File: src/rtl/mem_arbiter2_pkg.sv
// Shared definitions for the two-port memory arbiter: the owner encoding
// and parameter defaults.
package mem_arbiter2_pkg;

  localparam int WIDTH_DEFAULT  = 13;
  localparam int STARVE_DEFAULT = 4;
  localparam int DATA_W         = 32;

  typedef enum logic [1:0] {
    OWN_NONE   = 2'd0,
    OWN_IFETCH = 2'd1,
    OWN_DLOAD  = 2'd2
  } owner_e;

endpackage

File: src/rtl/mem_arbiter2_if.sv
// Bus bundle between the core's fetch/load-store ports, the arbiter and the
// single-ported memory.
interface mem_arbiter2_if
  import mem_arbiter2_pkg::*;
#(
  parameter int WIDTH = WIDTH_DEFAULT
);

  logic              i_valid;
  logic [WIDTH-1:0]  i_addr;
  logic              i_ready;
  logic              i_rvalid;
  logic [DATA_W-1:0] i_rdata;

  logic              d_valid;
  logic              d_write;
  logic [3:0]        d_wmask;
  logic [DATA_W-1:0] d_wdata;
  logic [WIDTH-1:0]  d_addr;
  logic              d_ready;
  logic              d_rvalid;
  logic [DATA_W-1:0] d_rdata;

  logic              mem_valid;
  logic              mem_write;
  logic [3:0]        mem_wmask;
  logic [DATA_W-1:0] mem_wdata;
  logic [WIDTH-1:0]  mem_addr;
  logic [DATA_W-1:0] mem_rdata;

  modport slave (
    input  i_valid, i_addr,
    output i_ready, i_rvalid, i_rdata,
    input  d_valid, d_write, d_wmask, d_wdata, d_addr,
    output d_ready, d_rvalid, d_rdata,
    output mem_valid, mem_write, mem_wmask, mem_wdata, mem_addr,
    input  mem_rdata
  );

  modport master (
    output i_valid, i_addr,
    input  i_ready, i_rvalid, i_rdata,
    output d_valid, d_write, d_wmask, d_wdata, d_addr,
    input  d_ready, d_rvalid, d_rdata,
    input  mem_valid, mem_write, mem_wmask, mem_wdata, mem_addr,
    output mem_rdata
  );

endinterface

File: src/rtl/mem_arb_starve.sv
// Saturating count of data grants taken while fetch was waiting; raises
// force_i once fetch has been passed over STARVE times in a row.
module mem_arb_starve
  import mem_arbiter2_pkg::*;
#(
  parameter int STARVE = STARVE_DEFAULT
) (
  input  logic       clk,
  input  logic       rst,
  input  logic       i_valid,
  input  logic       gnt_i,
  input  logic       gnt_d,
  output logic [3:0] starve_cnt,
  output logic       force_i
);

  localparam logic [3:0] STARVE_L = 4'(STARVE);

  always_ff @(posedge clk) begin
    if (rst) begin
      starve_cnt <= 4'd0;
    end else if (gnt_i || !i_valid) begin
      starve_cnt <= 4'd0;
    end else if (gnt_d && starve_cnt != 4'hF) begin
      starve_cnt <= starve_cnt + 4'd1;
    end
  end

  assign force_i = (starve_cnt >= STARVE_L);

endmodule

File: src/rtl/mem_arbiter2.sv
// Shares one single-ported, one-cycle-latency memory between instruction
// fetch and load/store; data has priority, with a starvation guard for fetch.
module mem_arbiter2
  import mem_arbiter2_pkg::*;
#(
  parameter int WIDTH  = WIDTH_DEFAULT,
  parameter int STARVE = STARVE_DEFAULT
) (
  input  logic          clk,
  input  logic          rst,
  mem_arbiter2_if.slave bus
);

  logic             gnt_i;
  logic             gnt_d;
  logic             force_i;
  logic [3:0]       starve_cnt;
  logic [WIDTH-1:0] addr_hold;
  owner_e           owner_q;
  owner_e           owner_d;

  mem_arb_starve #(
    .STARVE(STARVE)
  ) u_starve (
    .clk       (clk),
    .rst       (rst),
    .i_valid   (bus.i_valid),
    .gnt_i     (gnt_i),
    .gnt_d     (gnt_d),
    .starve_cnt(starve_cnt),
    .force_i   (force_i)
  );

  always_comb begin
    gnt_d = bus.d_valid & ~(bus.i_valid & force_i);
    gnt_i = bus.i_valid & ~gnt_d;
  end

  assign bus.i_ready   = gnt_i & ~rst;
  assign bus.d_ready   = gnt_d & ~rst;

  assign bus.mem_valid = (gnt_i | gnt_d) & ~rst;
  assign bus.mem_write = gnt_d & bus.d_write;
  assign bus.mem_wmask = gnt_d ? bus.d_wmask : 4'd0;
  assign bus.mem_wdata = gnt_d ? bus.d_wdata : '0;

  // Idle cycles keep presenting the last granted address to the memory.
  assign bus.mem_addr  = gnt_d ? bus.d_addr :
                         gnt_i ? bus.i_addr : addr_hold;

  always_ff @(posedge clk) begin
    if (rst) begin
      addr_hold <= '0;
    end else if (gnt_i || gnt_d) begin
      addr_hold <= bus.mem_addr;
    end
  end

  always_comb begin
    owner_d = OWN_NONE;
    if (rst) begin
      owner_d = OWN_NONE;
    end else if (gnt_i) begin
      owner_d = OWN_IFETCH;
    end else if (gnt_d && !bus.d_write) begin
      owner_d = OWN_DLOAD;
    end
  end

  always_ff @(posedge clk) begin
    if (rst) begin
      owner_q <= OWN_NONE;
    end else begin
      owner_q <= owner_d;
    end
  end

  // A read still in flight when reset arrives is discarded, not returned.
  assign bus.i_rvalid = (owner_q == OWN_IFETCH) & ~rst;
  assign bus.d_rvalid = (owner_q == OWN_DLOAD) & ~rst;
  assign bus.i_rdata  = bus.mem_rdata;
  assign bus.d_rdata  = bus.mem_rdata;

endmodule

File: src/flat_wrapper.sv
// flat-port wrapper written by rule: the top's interface ports become plain ports
module mem_arbiter2_flat import mem_arbiter2_pkg::*;
#(
  parameter int WIDTH  = WIDTH_DEFAULT,
  parameter int STARVE = STARVE_DEFAULT
)
  (clk, rst, bus_i_valid, bus_i_addr, bus_i_ready, bus_i_rvalid, bus_i_rdata, bus_d_valid, bus_d_write, bus_d_wmask, bus_d_wdata, bus_d_addr, bus_d_ready, bus_d_rvalid, bus_d_rdata, bus_mem_valid, bus_mem_write, bus_mem_wmask, bus_mem_wdata, bus_mem_addr, bus_mem_rdata);
  mem_arbiter2_if #(.WIDTH(WIDTH)) bus_i ();
  input  logic clk;
  input  logic rst;
  input wire logic [$bits(bus_i.i_valid)-1:0] bus_i_valid;
  input wire logic [$bits(bus_i.i_addr)-1:0] bus_i_addr;
  output wire logic [$bits(bus_i.i_ready)-1:0] bus_i_ready;
  output wire logic [$bits(bus_i.i_rvalid)-1:0] bus_i_rvalid;
  output wire logic [$bits(bus_i.i_rdata)-1:0] bus_i_rdata;
  input wire logic [$bits(bus_i.d_valid)-1:0] bus_d_valid;
  input wire logic [$bits(bus_i.d_write)-1:0] bus_d_write;
  input wire logic [$bits(bus_i.d_wmask)-1:0] bus_d_wmask;
  input wire logic [$bits(bus_i.d_wdata)-1:0] bus_d_wdata;
  input wire logic [$bits(bus_i.d_addr)-1:0] bus_d_addr;
  output wire logic [$bits(bus_i.d_ready)-1:0] bus_d_ready;
  output wire logic [$bits(bus_i.d_rvalid)-1:0] bus_d_rvalid;
  output wire logic [$bits(bus_i.d_rdata)-1:0] bus_d_rdata;
  output wire logic [$bits(bus_i.mem_valid)-1:0] bus_mem_valid;
  output wire logic [$bits(bus_i.mem_write)-1:0] bus_mem_write;
  output wire logic [$bits(bus_i.mem_wmask)-1:0] bus_mem_wmask;
  output wire logic [$bits(bus_i.mem_wdata)-1:0] bus_mem_wdata;
  output wire logic [$bits(bus_i.mem_addr)-1:0] bus_mem_addr;
  input wire logic [$bits(bus_i.mem_rdata)-1:0] bus_mem_rdata;
  assign bus_i.i_valid = bus_i_valid;
  assign bus_i.i_addr = bus_i_addr;
  assign bus_i_ready = bus_i.i_ready;
  assign bus_i_rvalid = bus_i.i_rvalid;
  assign bus_i_rdata = bus_i.i_rdata;
  assign bus_i.d_valid = bus_d_valid;
  assign bus_i.d_write = bus_d_write;
  assign bus_i.d_wmask = bus_d_wmask;
  assign bus_i.d_wdata = bus_d_wdata;
  assign bus_i.d_addr = bus_d_addr;
  assign bus_d_ready = bus_i.d_ready;
  assign bus_d_rvalid = bus_i.d_rvalid;
  assign bus_d_rdata = bus_i.d_rdata;
  assign bus_mem_valid = bus_i.mem_valid;
  assign bus_mem_write = bus_i.mem_write;
  assign bus_mem_wmask = bus_i.mem_wmask;
  assign bus_mem_wdata = bus_i.mem_wdata;
  assign bus_mem_addr = bus_i.mem_addr;
  assign bus_i.mem_rdata = bus_mem_rdata;
  mem_arbiter2 #(.WIDTH(WIDTH), .STARVE(STARVE)) u_core (.clk(clk), .rst(rst), .bus(bus_i));
endmodule
File: config.mk
export PLATFORM = sky130hd
export DESIGN_NAME = mem_arbiter2_flat
export DESIGN_NICKNAME = d
export VERILOG_FILES = /design/src/rtl/mem_arbiter2_pkg.sv /design/src/rtl/mem_arbiter2_if.sv /design/src/rtl/mem_arb_starve.sv /design/src/rtl/mem_arbiter2.sv /design/src/flat_wrapper.sv
export SDC_FILE = /design/constraint.sdc
export NUM_CORES = 1
export LEC_CHECK = 0
export CAP_MARGIN = 20
export CORE_AREA = 2 2 86 88
export CTS_CLUSTER_SIZE = 40
export DETAILED_ROUTE_END_ITERATION = 8
export DIE_AREA = 0 0 88 90
export HOLD_SLACK_MARGIN = 0.05
export PLACE_DENSITY = 0.81
export SLEW_MARGIN = 20
export SYNTH_ARGS = -nofsm -noshare
export SYNTH_HDL_FRONTEND = slang
export SYNTH_SLANG_ARGS = --single-unit
export TNS_END_PERCENT = 20
File: constraint.sdc
create_clock -name clk -period 1.6 [get_ports clk]
set_input_delay 0.32 -clock clk [delete_from_list [all_inputs] [get_ports clk]]
set_output_delay 0.32 -clock clk [all_outputs]
set_load 0.01 [all_outputs]
==> results.ini <==
[route]
drtAntennaViolNets = 0
routedWlPerCell_um = 14.4
vias_per_cell = 4.61
wl_um = 6640
vias = 2124
drc = 0
firstDrtPassIters = 4
first_iter_violations = 69

[floorplanning]
chipHeight_um = 90
die_x_um = 88
io_pins = 218
coreArea_mm2 = 0.00702
start_util_pct = 27.0
dieArea_mm2 = 0.00792
row_count = 31

[clock_network]
htree_levels = 1
clock_latency_ps = 260
cts_made_buffers = 3
cts_tree = built
clockBufferDepth = 2
path_clk_slew_ps = 80
cts_root_buf = clkbuf_8
cts.sinks = 19

[synth]
yosysWarnings = 0
synth.distinct_cells = 29
synth_top_area_share_pct = 26.1
syn_nets = 359
yosysTopAreaCell = buf_4
syn_inst = 259
synth_area_mm2 = 0.00190
synthTopCellsByArea = buf_4 26%, dfxtp_1 20%, and3_1 12%
syn_area_per_cell_um2 = 7.32
ys_ff_latch = 19
yosysSeqAreaShare_pct = 20.1

[worst_setup_path]
end_kind = output pin
setup.worst_path.start = u_core.u_starve.starve_cnt[2]
rr_startpoint = u_core.u_starve.starve_cnt[2]
worstSetupPathType = reg -> out
start_kind = register
arrival_ps = 1550
worstPathRequired_ps = 1280
path_max_fanout = 6

[place]
routabilityCongestion = 0.727
dp_hpwl_um = 4850
place_inst = 430
io_buffer_count = 121
place_area_mm2 = 0.00294

[cells_and_area]
fin_area_mm2 = 0.00338
multi_input_area_mm2 = 0.00106
final_cell_mix = 63 x clkdlybuf4s50_1, 45 x buf_4, 30 x and3_1
final_cells = 461
diodes = 0
nets = 463
drive_above_1_share_pct = 40.9
area_delta_synth_final_pct = 78.4
final_common_cell = clkdlybuf4s50_1
fillers = 681
seq_area_um2 = 383

[min_path]
min-delay-start = u_core.u_starve.starve_cnt[0]
hold_class = reg -> reg

[timing]
fin_hold_ws_ps = 424
layout_setup_ws_ps = -270
timing.final.crit_share_pct = 117
rsz0062_at_grt = true
worst_clock_skew_ps = 2.01
max_freq_ghz = 0.535
maxSlewViolCount = 0
period_needed_ps = 1870
hold_violations = 0
setup_viol = 51

[power_and_ir_drop]
pwr_density_cell_mw_per_mm2 = 496
vdd_drop_max_mv = 0.457
leakagePower_nw = 1.57

[global_route]
grt_first_pass_wirelength_um = 10500
gr-usage-all-layers_pct = 16.1
grt.overflow.total = 0
grt_max_degree = 25
antenna_found_initial = 0
grt_pass1_vias = 2260

[job]
maxCapViolations = 0

[outcome]
violations = setup timing
outcome = finished, violations left

-- critical path, cell delays in order, from the launching register on --
cell and delay (ps):
dfxtp_2 360, o21ai_4 70, buf_6 130, buf_8 120, buf_8 130, a221oi_4 270
a21oi_2 60, buf_2 140
-- cell usage after synthesis (all sizes together) --
master / number
o21bai: 1
and2b: 4
buf: 73
nor3b: 2
o211ai: 4
and2: 1
clkbuf: 10
o21ai: 14
a21oi: 13
inv: 15
conb: 1
a221oi: 9
and3: 37
nor2: 6
dfxtp: 19
a211o: 1
ha: 1
a31o: 9
nor2b: 10
nand2: 18
nand3: 9
nor3: 2
-- logic make-up (layout without fill, tap and decap cells) --
family	Yosys count	count (layout)	share of synthesized area, %
other	1	1	0.198
flip-flops	19	19	20.1
buffers and inverters	98	200	33.2
adder cells (fa/ha/maj)	1	1	0.660
AO/OA/AOI/OAI	51	51	19.7
AND/OR/NAND/NOR	89	90	26.1
-- power by group --
group | total, mW | switching, mW | internal (mW)
registers | 0.517 | 0.0131 | 0.504
logic | 0.819 | 0.325 | 0.494
clock network | 0.342 | 0.169 | 0.173
-- area by class of cell --
cell class | count | share of cell area [%]
multi-input cells | 143 | 31.4
clock inverters | 1 | 0.148
inverters | 15 | 1.66
flip-flops and latches | 19 | 11.3
repair buffers | 181 | 50.6
clock buffers | 3 | 1.22
well taps | 99 | 3.66
-- stage by stage --
stage	setup WS (ps)	utilization [%]	power, mW	setup TNS [ps]
2_1_floorplan	172	-	0.957	0
3_3_place_gp	-866	41.9	1.23	-41980
3_5_place_dp	-906	41.9	1.24	-43210
4_1_cts	-282	46.6	1.64	-9770
5_1_grt	-361	48.2	1.78	-12400
6_report	-270	48.2	1.68	-8300
-- final timing paths --
kind	to	slack, ps	cells past startpoint
setup / recovery	bus_mem_addr[12]	-270	7
hold / removal	u_core.u_starve.starve_cnt[0]	420	1
hold reg to reg	u_core.u_starve.starve_cnt[0]	420	1
setup reg to reg	u_core.addr_hold[12]	150	8
-- timing repair --
action / CTS / global route
cloned: 2 / 1
resized for setup: 193 / 45
hold buffers: 0 / 0
endpoints found under the setup margin: 60 / 52
pin swaps: 8 / 12
setup buffers: 16 / 8
-- routing by layer --
metal | GRT usage, % | part of all wire (%) | vias to the layer above
met4 | 5.77 | 3.0 | 0
met1 | 18.6 | 39 | 974
met2 | 27.8 | 51 | 97
li1 | - | - | 1025
met5 | 0 | 0 | -
met3 | 4.41 | 7.5 | 28
-- registers in the layout, summed over array words and instances, names as in the netlist --
signal                      count
u_core.addr_hold               13
u_core.owner_q                  2
u_core.u_starve.starve_cnt      4
Power figures use the tool's default switching activity.
